## src/rtl/tpu_stride_agu.sv

```systemverilog
// Multi-channel strided address generator: each channel walks base + k*stride for len beats,
// and all channels share one registered beat slot through a round-robin arbiter.
module tpu_stride_agu #(
    parameter int NUM_CH     = 2,
    parameter int WIDTH_ADDR = 10,
    parameter int WIDTH_CH   = ($clog2(NUM_CH) > 0) ? $clog2(NUM_CH) : 1
) (
    input  logic                         clock,
    input  logic                         reset,
    input  logic [NUM_CH-1:0]            I_Req,
    input  logic [NUM_CH*WIDTH_ADDR-1:0] I_Base,
    input  logic [NUM_CH*WIDTH_ADDR-1:0] I_Stride,
    input  logic [NUM_CH*WIDTH_ADDR-1:0] I_Len,
    input  logic [NUM_CH-1:0]            I_Abort,
    output logic [NUM_CH-1:0]            O_Busy,
    output logic                         O_Req,
    output logic [WIDTH_ADDR-1:0]        O_Addr,
    output logic [WIDTH_CH-1:0]          O_Ch,
    output logic                         O_Last,
    input  logic                         I_Ack,
    output logic [NUM_CH-1:0]            O_Done
);

    // DRAIN: aborted, but a beat of this channel still sits in the slot awaiting its ack.
    typedef enum logic [1:0] {
        CH_IDLE,
        CH_RUN,
        CH_DRAIN
    } ch_state_e;

    ch_state_e             state_q  [NUM_CH];
    ch_state_e             state_d  [NUM_CH];
    logic [WIDTH_ADDR-1:0] addr_q   [NUM_CH];
    logic [WIDTH_ADDR-1:0] addr_d   [NUM_CH];
    logic [WIDTH_ADDR-1:0] stride_q [NUM_CH];
    logic [WIDTH_ADDR-1:0] stride_d [NUM_CH];
    logic [WIDTH_ADDR-1:0] rem_q    [NUM_CH];
    logic [WIDTH_ADDR-1:0] rem_d    [NUM_CH];
    logic [NUM_CH-1:0]     done_q, done_d;
    logic [WIDTH_CH-1:0]   rr_ptr_q, rr_ptr_d;

    logic                  out_req_q, out_req_d;
    logic [WIDTH_ADDR-1:0] out_addr_q, out_addr_d;
    logic [WIDTH_CH-1:0]   out_ch_q, out_ch_d;
    logic                  out_last_q, out_last_d;

    logic                  slot_free;
    logic [NUM_CH-1:0]     eligible;
    logic [NUM_CH-1:0]     slot_keeps;
    logic                  grant_valid;
    logic [WIDTH_CH-1:0]   grant;
    logic [WIDTH_CH-1:0]   sel;

    always_comb begin
        slot_free = !out_req_q || I_Ack;
        for (int c = 0; c < NUM_CH; c++) begin
            eligible[c]   = (state_q[c] == CH_RUN) && (rem_q[c] != '0) && !I_Abort[c];
            slot_keeps[c] = out_req_q && !I_Ack && (int'(out_ch_q) == c);
        end
    end

    // Search starts at rr_ptr, so the most recently served channel is tried last.
    always_comb begin
        grant_valid = 1'b0;
        grant       = '0;
        sel         = '0;
        for (int i = 0; i < NUM_CH; i++) begin
            sel = WIDTH_CH'((int'(rr_ptr_q) + i) % NUM_CH);
            if (!grant_valid && eligible[sel]) begin
                grant_valid = 1'b1;
                grant       = sel;
            end
        end
    end

    always_comb begin
        done_d = '0;
        for (int c = 0; c < NUM_CH; c++) begin
            state_d[c]  = state_q[c];
            addr_d[c]   = addr_q[c];
            stride_d[c] = stride_q[c];
            rem_d[c]    = rem_q[c];
            case (state_q[c])
                CH_IDLE: begin
                    if (I_Req[c] && !I_Abort[c]) begin
                        state_d[c]  = CH_RUN;
                        addr_d[c]   = I_Base[c*WIDTH_ADDR +: WIDTH_ADDR];
                        stride_d[c] = I_Stride[c*WIDTH_ADDR +: WIDTH_ADDR];
                        rem_d[c]    = I_Len[c*WIDTH_ADDR +: WIDTH_ADDR];
                    end
                end
                CH_RUN: begin
                    if (I_Abort[c]) begin
                        state_d[c] = slot_keeps[c] ? CH_DRAIN : CH_IDLE;
                    end else if (rem_q[c] == '0) begin
                        // All beats handed to the slot; finish once none of ours is left waiting.
                        if (!slot_keeps[c]) begin
                            state_d[c] = CH_IDLE;
                            done_d[c]  = 1'b1;
                        end
                    end else if (slot_free && grant_valid && int'(grant) == c) begin
                        addr_d[c] = addr_q[c] + stride_q[c];
                        rem_d[c]  = rem_q[c] - WIDTH_ADDR'(1);
                    end
                end
                CH_DRAIN: begin
                    if (!slot_keeps[c]) begin
                        state_d[c] = CH_IDLE;
                    end
                end
                default: begin
                    state_d[c] = CH_IDLE;
                end
            endcase
        end
    end

    always_comb begin
        out_req_d  = out_req_q;
        out_addr_d = out_addr_q;
        out_ch_d   = out_ch_q;
        out_last_d = out_last_q;
        rr_ptr_d   = rr_ptr_q;
        if (slot_free) begin
            out_req_d  = grant_valid;
            out_last_d = 1'b0;
            if (grant_valid) begin
                out_addr_d = addr_q[grant];
                out_ch_d   = grant;
                out_last_d = (rem_q[grant] == WIDTH_ADDR'(1));
                rr_ptr_d   = (int'(grant) == NUM_CH - 1) ? '0 : grant + WIDTH_CH'(1);
            end
        end
    end

    always_ff @(posedge clock) begin
        if (!reset) begin
            for (int c = 0; c < NUM_CH; c++) begin
                state_q[c]  <= CH_IDLE;
                addr_q[c]   <= '0;
                stride_q[c] <= '0;
                rem_q[c]    <= '0;
            end
            done_q     <= '0;
            rr_ptr_q   <= '0;
            out_req_q  <= 1'b0;
            out_addr_q <= '0;
            out_ch_q   <= '0;
            out_last_q <= 1'b0;
        end else begin
            for (int c = 0; c < NUM_CH; c++) begin
                state_q[c]  <= state_d[c];
                addr_q[c]   <= addr_d[c];
                stride_q[c] <= stride_d[c];
                rem_q[c]    <= rem_d[c];
            end
            done_q     <= done_d;
            rr_ptr_q   <= rr_ptr_d;
            out_req_q  <= out_req_d;
            out_addr_q <= out_addr_d;
            out_ch_q   <= out_ch_d;
            out_last_q <= out_last_d;
        end
    end

    always_comb begin
        for (int c = 0; c < NUM_CH; c++) begin
            O_Busy[c] = (state_q[c] != CH_IDLE);
        end
    end

    assign O_Req  = out_req_q;
    assign O_Addr = out_addr_q;
    assign O_Ch   = out_ch_q;
    assign O_Last = out_last_q;
    assign O_Done = done_q;

endmodule

```

## config.mk

```make
export PLATFORM = sky130hd
export DESIGN_NAME = tpu_stride_agu
export DESIGN_NICKNAME = d
export VERILOG_FILES = /design/src/rtl/tpu_stride_agu.sv
export SDC_FILE = /design/constraint.sdc
export NUM_CORES = 1
export LEC_CHECK = 0
export BUFFER_PORTS_ARGS = -buffer_cell sky130_fd_sc_hd__buf_4
export CORE_ASPECT_RATIO = 0.6
export CORE_MARGIN = 2
export CORE_UTILIZATION = 37
export DETAILED_ROUTE_END_ITERATION = 10
export SLEW_MARGIN = 20
export SYNTH_ARGS = -nofsm -noshare
export SYNTH_HDL_FRONTEND = slang
export SYNTH_SLANG_ARGS = --single-unit
```

## constraint.sdc

```tcl
create_clock -name clock -period 2.3 [get_ports clock]
set_input_delay 0.46 -clock clock [delete_from_list [all_inputs] [get_ports clock]]
set_output_delay 0.46 -clock clock [all_outputs]
set_load 0.005 [all_outputs]
```

==> results of run 1 <==
-- where the power goes --
part | internal [W] | switching [W]
Combinational | 0.000377 | 0.000457
Clock | 0.000831 | 0.000593
Sequential | 0.00147 | 0.0000847
Total | 0.00268 | 0.00113
-- synthesized netlist by cell type, types with 3 or more instances --
library cell and count:
nand2_1 108, dfxtp_1 80, a21oi_1 65, nor2_1 44, o21ai_0 30, ha_1 22
clkbuf_1 21, a211oi_1 18, inv_1 14, nor3_1 13, a22oi_1 12, nand3_1 10
nor2b_1 9, a31oi_1 7, o21a_1 7, or3_1 7, nor3b_1 6, xnor2_1 6
buf_2 5, nor4_1 5, o211ai_1 5, o31ai_1 5, a311oi_1 4, buf_6 4
o32ai_1 4, o41ai_1 4, a21o_1 3, and3_1 3, nand2b_1 3, o31a_1 3
or2_2 3
-- worst reg2reg max path, cell delays in order (launching register included) --
cell	delay, ns
dfxtp_1	0.31
ha_1	0.22
inv_1	0.08
fa_1	0.20
nor2b_2	0.07
o31a_1	0.32
or4b_2	0.61
nand3_1	0.10
a22oi_1	0.06
o21ai_0	0.15
-- final timing paths --
path | startpoint | endpoint | slack [ns]
min | I_Stride[4] | stride_q[0][4] | 0.36
max reg2reg | stride_q[0][0] | addr_q[0][8] | 0.11
max | stride_q[0][0] | addr_q[0][8] | 0.11
min reg2reg | addr_q[0][2] | O_Addr[2] | 0.47
-- repair_timing --
| item | CTS | global route |
|---|---|---|
| endpoints found under the setup margin | 0 | 12 |
| gates resized for setup | 0 | 7 |
| buffers inserted | 0 | 7 |
-- flip-flops by register name, summed over array words and instances (netlist names) --
| signal | cells |
|---|---|
| O_Req | 1 |
| rem_q | 20 |
| state_q | 4 |
| O_Last | 1 |
| O_Addr | 10 |
| stride_q | 20 |
| O_Ch | 1 |
| O_Done | 2 |
| addr_q | 20 |
| rr_ptr_q | 1 |
-- placed cells by master, fill, tap and decap left out, types with 3 or more instances in the layout --
cell	netlist	final
o31ai_1	5	5
nor2b_1	9	7
or2_2	3	3
o32ai_1	4	4
nor2_1	44	44
xnor2_1	6	6
or3_1	7	7
a31oi_1	7	7
o211ai_1	5	5
ha_1	22	21
nand3_1	10	10
dfxtp_1	80	80
nand2b_1	3	3
o41ai_1	4	3
inv_1	14	14
o21a_1	7	7
and3_1	3	3
buf_4	2	118
a21o_1	3	3
nor3_1	13	13
nand2_1	108	108
a21oi_1	65	65
nor4_1	5	5
clkinv_2	0	5
a22oi_1	12	12
a211oi_1	18	18
a311oi_1	4	4
o31a_1	3	3
clkbuf_16	0	9
o21ai_0	30	30
nor3b_1	6	6
-- final cells by class --
class                      count  area share, %
clock buffer                   9           3.86
clock inverter                 7           1.07
inverter                      14          0.900
multi-input combinational    453           47.9
sequential                    80           27.4
tap                          165           3.53
timing repair buffer         119           15.4
-- layer usage --
layer	up-vias	share of wire (%)	wire length [um]	GRT usage, %
li1	2307	-	-	-
met1	2107	51	6970	31.6
met2	155	41	5600	29.3
met3	14	8.0	1100	5.53
met4	0	0.91	125	4.49
met5	-	0	0	0
-- logic make-up after synthesis --
family | after synthesis
adders and majority gates | 24
DFF | 80
AOI/OAI and AO/OA | 190
and+or+nand+nor | 230
muxes | 1
buffers and inverters | 47
xor gates and xnor gates | 7
-- per-stage QoR --
step / setup WS, ns / total power, W
after floorplan: 0.181 / 0.00210
after global placement: 0.111 / 0.00236
after detailed placement: 0.0922 / 0.00238
after CTS: 0.0759 / 0.00382
after global routing: -0.0130 / 0.00401
final: 0.112 / 0.00382
==> run metrics, run 1 <==
status=finished, final reports clean; # IOs=84; Synth Area in Compound Gates=27.7%; Final #Nets=about 770; DRC=0; PortBufs=83; worst reg-to-reg path cell count=9; Die ar.=13,300 um2; H-tree depth=3; Routed WL=13,800 um; DR WL/cell=16.3 um; DRT antenna net count=0; Largest delay share family, worst path=simple AND/OR/NAND/NOR gates; Setup TNS=0 ns; final number of hold-violating endpoints=0; Synth Warn #=0; Site Rows=31; crit-path max FO=4; multi-input combinational cell area=2800 um2; placed cell count=823; Crit path depth=9; CP startpoint kind=flop; mux share of post-synthesis cell area=0.218%; post-route core utilization=around 48%; synth-to-layout area growth=27.4%; CTS sink cnt=80; fillcell total=1,175; die width=148 um; Rel. slew slack=between 60% and 70%; dominant synthesized flop cell=dfxtp_1; Iteration-0 DRC Markers=315; post-synthesis sequential area ratio=34.9%; clock skew=0.00861 ns; Gate Count Post-Synth=579; Peak VDD IR=0.362 mV; worst path bufs/invs=1; max-capacitance violation count=0; GRT Util Overall=a little over a fifth; final count of negative-setup-slack endpoints=0; fmax=~460 MHz; RSZ-0062 raised after global routing=yes; Clock Path Buffers=2; crit-path cells=ha_1 > inv_1 > fa_1 > nor2b_2 > o31a_1 > or4b_2 > nand3_1 > a22oi_1 > o21ai_0; TritonCTS buffer count=9; Simple-Gate Fraction of Synth Area=24.1%; Hold-fix buffers, CTS=0; P_leak=2.45 nW; Initial DRT Pass Iterations=5; ant diodes=0; Initial Util=38.0%; Yosys cell types=69; Pins Over Slew Limit=0; crit path time final=between 2 and 2.5 ns; register bit total from synthesis=80; vias in the first global route=4,335; CTS tree=done; Synth area leaders=dfxtp_1 (35%), nand2_1 (8.8%), a21oi_1 (7.1%); Hold/Removal Path Class=primary input to flop; largest area contributor in the netlist=dfxtp_1; global route overflow=0; DP Area=5460 um2; Required @ worst endpoint=2.58 ns; vias per std cell=5.41; initial antenna violation count=0; post-route cell area=5840 um2; Final GP Congestion=~0.9; clock slew at reported path FFs=0.06 ns; XOR/XNOR share of the synthesized area=1.34%; die height=90.2 um; worst hold slack=about 0.36 ns; syn_area_per_cell=7.92 um2; core area=12,100 um2; critical path class=flop to flop; Adder-Cell Fraction of Synth Area=under 10%; Worst Setup End Kind=flop; first-pass GRT wire length=22,300 um; P per Cell Area=around 650 nW/um2; main combinational cell family by area after synthesis=compound AO/OA/AOI/OAI gates; worst-skew pair later-pin latency=0.35 ns; Synth async-reset ratio=0%; Final period util=95.1%; EDFF count, synth=0; Hold Crit Depth=3; share of the synthesized area in the top cell type=a little over a third; ratio of cells with drive above 1 in the final layout=around a quarter; Arrival @ worst endpoint=approximately 2.5 ns; slowest library cell on the worst path=or4b_2; Net Count, Synth=670; flip-flop and latch area=1600 um2; Max stage delay on crit path=0.61 ns; via count=4,583; Post-Layout Cell Count=847; synthesized area=between 4000 and 5000 um2; HPWL after detailed placement=10,300 um; CTS root buf=clkbuf_16; worst slew pin tran=~0.54 ns; largest net degree at the start of global routing=33
No activity file was read; power rests on OpenSTA's default activity.
==> run 2, diff against run 1 <==
- ABC_AREA: unset -> 0
- MAX_ROUTING_LAYER: unset -> met4
==> run metrics, run 2 (synthesis gave the netlist of run 1 again) <==
Pins Over Slew Limit=0 (unchanged); clock skew=0.00693 ns (-0.00167 ns); vias per std cell=5.56 (+2.8%); Iteration-0 DRC Markers=271 (-14%); status=finished, final reports clean; r2r setup slk=0.11 ns (about the same); Required @ worst endpoint=2.51 ns (-0.07 ns); Final period util=95.2% (about the same); max-capacitance violation count=0 (unchanged); clock slew at reported path FFs=0.06 ns (about the same); Initial Util=38.0% (unchanged); GRT Util Overall=21.5% (+0.55 points); HP Start=I_Stride[2]; commonest non-fill, non-tap cell in the layout=buf_4; Hold Crit Depth=3 (unchanged); H-tree depth=3 (unchanged); top layer in use=met4; Peak VDD IR=0.402 mV (+11%); CP startpoint kind=flop; Rel. slew slack=59.0% (-5.1 points); Hold Crit Endpoint=stride_q[0][2]; post-route core utilization=48.2% (-0.26 points); global route overflow=0 (unchanged); Largest regs=addr_q (20), rem_q (20), stride_q (20); Reg2Reg Launch Point=rem_q[1][6]; worst slew pin tran=0.611 ns (+0.0738 ns); Die ar.=13,300 um2 (unchanged); largest net degree at the start of global routing=33 (unchanged); ant diodes=0 (unchanged); crit-path max FO=3 (-1); Clock Path Buffers=2 (unchanged); initial antenna violation count=0 (unchanged); PortBufs=83 (unchanged); Met3 Routed Length=891 um (-19%); flip-flop and latch area=1600 um2 (unchanged); # IOs=84 (unchanged); Crit. Startpoint=rem_q[1][6]; Post-Layout Cell Count=844 (-0.35%); die width=148 um (unchanged); DRT antenna net count=0 (unchanged); worst reg-to-reg path cell count=7 (-2); placed cell count=822 (-0.12%); fmax=457 MHz (about the same); P_sw=0.00112 W (-0.92%); HPWL after detailed placement=10,400 um (+0.91%); M1 WL=7230 um (+3.6%); TritonCTS buffer count=9 (unchanged); wire length on met2=5940 um (+6.1%); first-pass GRT wire length=22,200 um (-0.16%); crit path time final=2.19 ns (+0.00133 ns); internal cell power=0.00274 W (+2.3%); worst setup margin=0.111 ns (-0.00133 ns); CTS root buf=clkbuf_16; vias in the first global route=4,392 (+1.3%); Combinational Power Share=21.6% (-0.3 points); synth-to-layout area growth=26.7%; Arrival @ worst endpoint=2.40 ns (-0.07 ns); P per Cell Area=666 nW/um2 (+1.9%); Worst Setup End Kind=flop; worst r2r dst=rem_q[0][5]; P_leak=2.42 nW (-1.2%); critical path class=flop to flop; Site Rows=31 (unchanged); Net Sw Frac=29.1% (-0.67 points); via count=4,693 (+2.4%); most frequent cells in the layout=buf_4 (115), nand2_1 (108), dfxtp_1 (80); Final #Nets=765 (-0.39%); DRC=0 (unchanged); sequential fraction of design power=40.3% (-0.5 points); core area=12,100 um2 (unchanged); final count of negative-setup-slack endpoints=0 (unchanged); worst hold slack=0.368 ns (+0.00945 ns); die height=90.2 um (unchanged); Initial DRT Pass Iterations=7 (+2); final number of hold-violating endpoints=0 (unchanged); ratio of cells with drive above 1 in the final layout=23.1% (-0.92 points); worst-skew pair later-pin latency=0.34 ns (about the same); CTS tree=done; Hold-fix buffers, CTS=0 (unchanged); pre-CTS setup slack=0.0839 ns (-0.00832 ns); Final GP Congestion=0.908 (-0.91%); DR WL/cell=16.8 um (+3.1%); Routed WL=14,200 um (+2.7%); Hold/Removal Path Class=primary input to flop; CTS sink cnt=80 (unchanged); clock share of power=38.1% (+0.8 points); multi-input combinational cell area=2790 um2 (-0.36%); fillcell total=1,192 (+1.4%)
[run 2: cell types whose count changed in the layout (fill, tap and decap cells not counted), sizes merged]
cell and delta:
buf -4, clkbuf +4, clkinv -3, clkinvlp -1, o21a +1
[run 2: worst max path at each step]
stage / to / slack (ns) / cells past startpoint
5_1_grt: addr_q[0][7] / -0.004 / 6
2_1_floorplan: addr_q[0][7] / 0.18 / 7
3_3_place_gp: addr_q[0][3] / 0.13 / 7
3_5_place_dp: addr_q[0][4] / 0.08 / 7
4_1_cts: addr_q[0][3] / 0.07 / 7
6_report: rem_q[0][5] / 0.11 / 7
[run 2: per-layer routing]
metal  vias up  GRT usage (%)
met3        15           4.37
li1       2302              -
met4         0           4.49
met5         -              -
met2       151           30.1
met1      2225           31.6
[run 2: layout make-up]
cell class                 instances  share of cell area (%)
sequential                        80                    27.6
timing repair buffer             115                    14.9
tap                              165                    3.55
clock inverter                     3                   0.689
inverter                          14                   0.905
clock buffer                      13                    4.48
multi-input combinational        454                    47.9
[run 2: power by group through the flow]
stage	combinational [W]	sequential [W]	clock [W]
finish	0.000835	0.00156	0.00147
global route	0.000927	0.00157	0.00155
CTS	0.000803	0.00156	0.00149
detailed placement	0.000797	0.00159	0
global placement	0.000779	0.00158	0
floorplan	0.000534	0.00156	0
[run 2: what timing repair did]
action                                 4_1_cts  5_1_grt
setup buffers                                0        4
resized for setup                            0        3
endpoints found under the hold margin        0        0
setup endpoints to repair                    0       10
[run 2: critical path: stages, from the launching register on]
cell and delay [ns]:
dfxtp_1 0.31, or4_4 0.57, o311ai_4 0.34, buf_4 0.18
nand3_1 0.09, or4_1 0.41, nand3_1 0.09, a21oi_1 0.07
[run 2: through the flow]
stage / power, W / cell area (um2) / TNS, ns
5_1_grt: 0.00405 / 5810 / -0.00359
2_1_floorplan: 0.00210 / 4590 / 0
3_5_place_dp: 0.00238 / 5460 / 0
4_1_cts: 0.00385 / 5760 / 0
3_3_place_gp: 0.00236 / 5460 / 0
6_report: 0.00387 / 5810 / 0
==> run 3, diff against run 2 <==
- PLACE_DENSITY: unset -> 0.64
- REMOVE_ABC_BUFFERS: unset -> 1
==> run metrics, run 3 (synthesis gave the netlist of run 1 again) <==
CP startpoint kind=flop; vias per std cell=5.43 (-2.4%); largest net degree at the start of global routing=40 (+21%); fmax=453 MHz (-0.87%); P per Cell Area=635 nW/um2 (-4.6%); Crit. Startpoint=rem_q[1][6]; CTS root buf=clkbuf_16; via count=4,537 (-3.3%); Hold/Removal Path Class=primary input to flop; core area=12,100 um2 (unchanged); placed cell count=819 (-0.36%); first-pass GRT wire length=20,900 um (-6.1%); die width=148 um (unchanged); DRT antenna net count=0 (unchanged); final count of negative-setup-slack endpoints=0 (unchanged); HP Start=I_Stride[14]; fillcell total=1,169 (-1.9%); Clock Path Buffers=2 (unchanged); Pins Over Slew Limit=0 (unchanged); ratio of cells with drive above 1 in the final layout=22.7% (-0.47 points); synth-to-layout area growth=25.5%; most frequent cells in the layout=buf_4 (109), nand2_1 (108), dfxtp_1 (80); CTS sink cnt=80 (unchanged); crit path time final=2.21 ns (+0.0193 ns); Largest regs=addr_q (20), rem_q (20), stride_q (20); Site Rows=31 (unchanged); TritonCTS buffer count=9 (unchanged); Reg2Reg Launch Point=rem_q[1][6]; die height=90.2 um (unchanged); status=finished, final reports clean; DRC=0 (unchanged); P_leak=2.38 nW (-1.9%); Arrival @ worst endpoint=2.42 ns (+0.02 ns); Initial Util=38.0% (unchanged); Die ar.=13,300 um2 (unchanged); worst-skew pair later-pin latency=0.33 ns (about the same); max-capacitance violation count=0 (unchanged); initial antenna violation count=0 (unchanged); Final period util=96.0% (+0.84 points); DR WL/cell=15.4 um (-8.4%); Final GP Congestion=0.908 (about the same); post-route core utilization=47.7% (-0.44 points); vias in the first global route=4,253 (-3.2%); Routed WL=12,900 um (-9.3%); HPWL after detailed placement=9660 um (-7.0%); pre-CTS setup slack=0.0965 ns (+0.0126 ns); final number of hold-violating endpoints=0 (unchanged); worst slew pin tran=0.637 ns (+0.0256 ns); H-tree depth=3 (unchanged); critical path class=flop to flop; PortBufs=83 (unchanged); Iteration-0 DRC Markers=289 (+6.6%); global route overflow=0 (unchanged); CTS tree=done; commonest non-fill, non-tap cell in the layout=buf_4; RSZ-0062 raised after global routing=yes; Worst Setup End Kind=flop; Final #Nets=759 (-0.78%); clock slew at reported path FFs=0.06 ns (about the same); Initial DRT Pass Iterations=5 (-2); worst setup margin=0.0918 ns (-0.0193 ns); Peak VDD IR=0.423 mV (+5.2%); GRT Util Overall=19.8% (-1.6 points); ant diodes=0 (unchanged); crit-path max FO=3 (unchanged); Rel. slew slack=57.5% (-1.6 points); Required @ worst endpoint=2.52 ns (about the same); Post-Layout Cell Count=836 (-0.95%); clock skew=0.00680 ns (-0.000128 ns); # IOs=84 (unchanged)
==> run 3: cell types whose count changed in the layout (fill, tap and decap cells not counted), sizes merged <==
cell      change
o21ai         -1
clkinv        -1
bufinv        -1
o21a          -1
buf           -4
clkinvlp      +2
clkbuf        -2
==> run 3: per-stage QoR <==
step	power, W	cell area, um2	hold WS [ns]	TNS (ns)
floorplan	0.00206	4420	0.434	-4.75
global placement	0.00236	5460	0.453	0
detailed placement	0.00238	5460	0.456	0
CTS	0.00367	5720	0.370	0
global route	0.00385	5760	0.365	-0.0229
finish	0.00366	5760	0.377	0
==> run 3: repair_timing <==
action	CTS	global route
setup buffers	0	3
hold buffers	0	0
endpoints found under the setup margin	0	10
resized for setup	0	5
==> run 3: power by group <==
part	switching [W]	internal, W	total, W
Sequential	0.0000793	0.00147	0.00155
Clock	0.000542	0.000747	0.00129
Combinational	0.000443	0.000371	0.000813
Total	0.00106	0.00259	0.00366
==> run 3: critical path, stage by stage (launching register included) <==
cell and delay [ns]:
dfxtp_1 0.31, or4_4 0.57, o311ai_4 0.37, buf_4 0.18
nand3_1 0.09, or4_1 0.42, nand3_1 0.09, a21oi_1 0.06
==> run 3: layer usage <==
| layer | up-vias | global-route usage, % | part of all wire, % |
|---|---|---|---|
| li1 | 2284 | - | - |
| met1 | 2102 | 29.2 | 51 |
| met2 | 145 | 28.1 | 42 |
| met3 | 6 | 4.52 | 7.1 |
| met4 | 0 | 3.21 | 0.49 |
| met5 | - | - | 0 |
==> run 3: path summary, 6_finish.rpt <==
kind / to / slack [ns] / cells after the start
min: stride_q[0][14] / 0.38 / 3
max reg2reg: rem_q[0][5] / 0.09 / 7
min reg2reg: stride_q[0][4] / 0.46 / 2
max: rem_q[0][5] / 0.09 / 7
==> run 3: layout make-up <==
class | count | area [um2] | area share, %
clock buffer | 11 | 243 | 4.22
sequential | 80 | 1600 | 27.8
timing repair buffer | 111 | 858 | 14.9
clock inverter | 3 | 20.0 | 0.348
tap | 165 | 206 | 3.59
multi-input combinational | 452 | 2780 | 48.2
inverter | 14 | 52.6 | 0.913
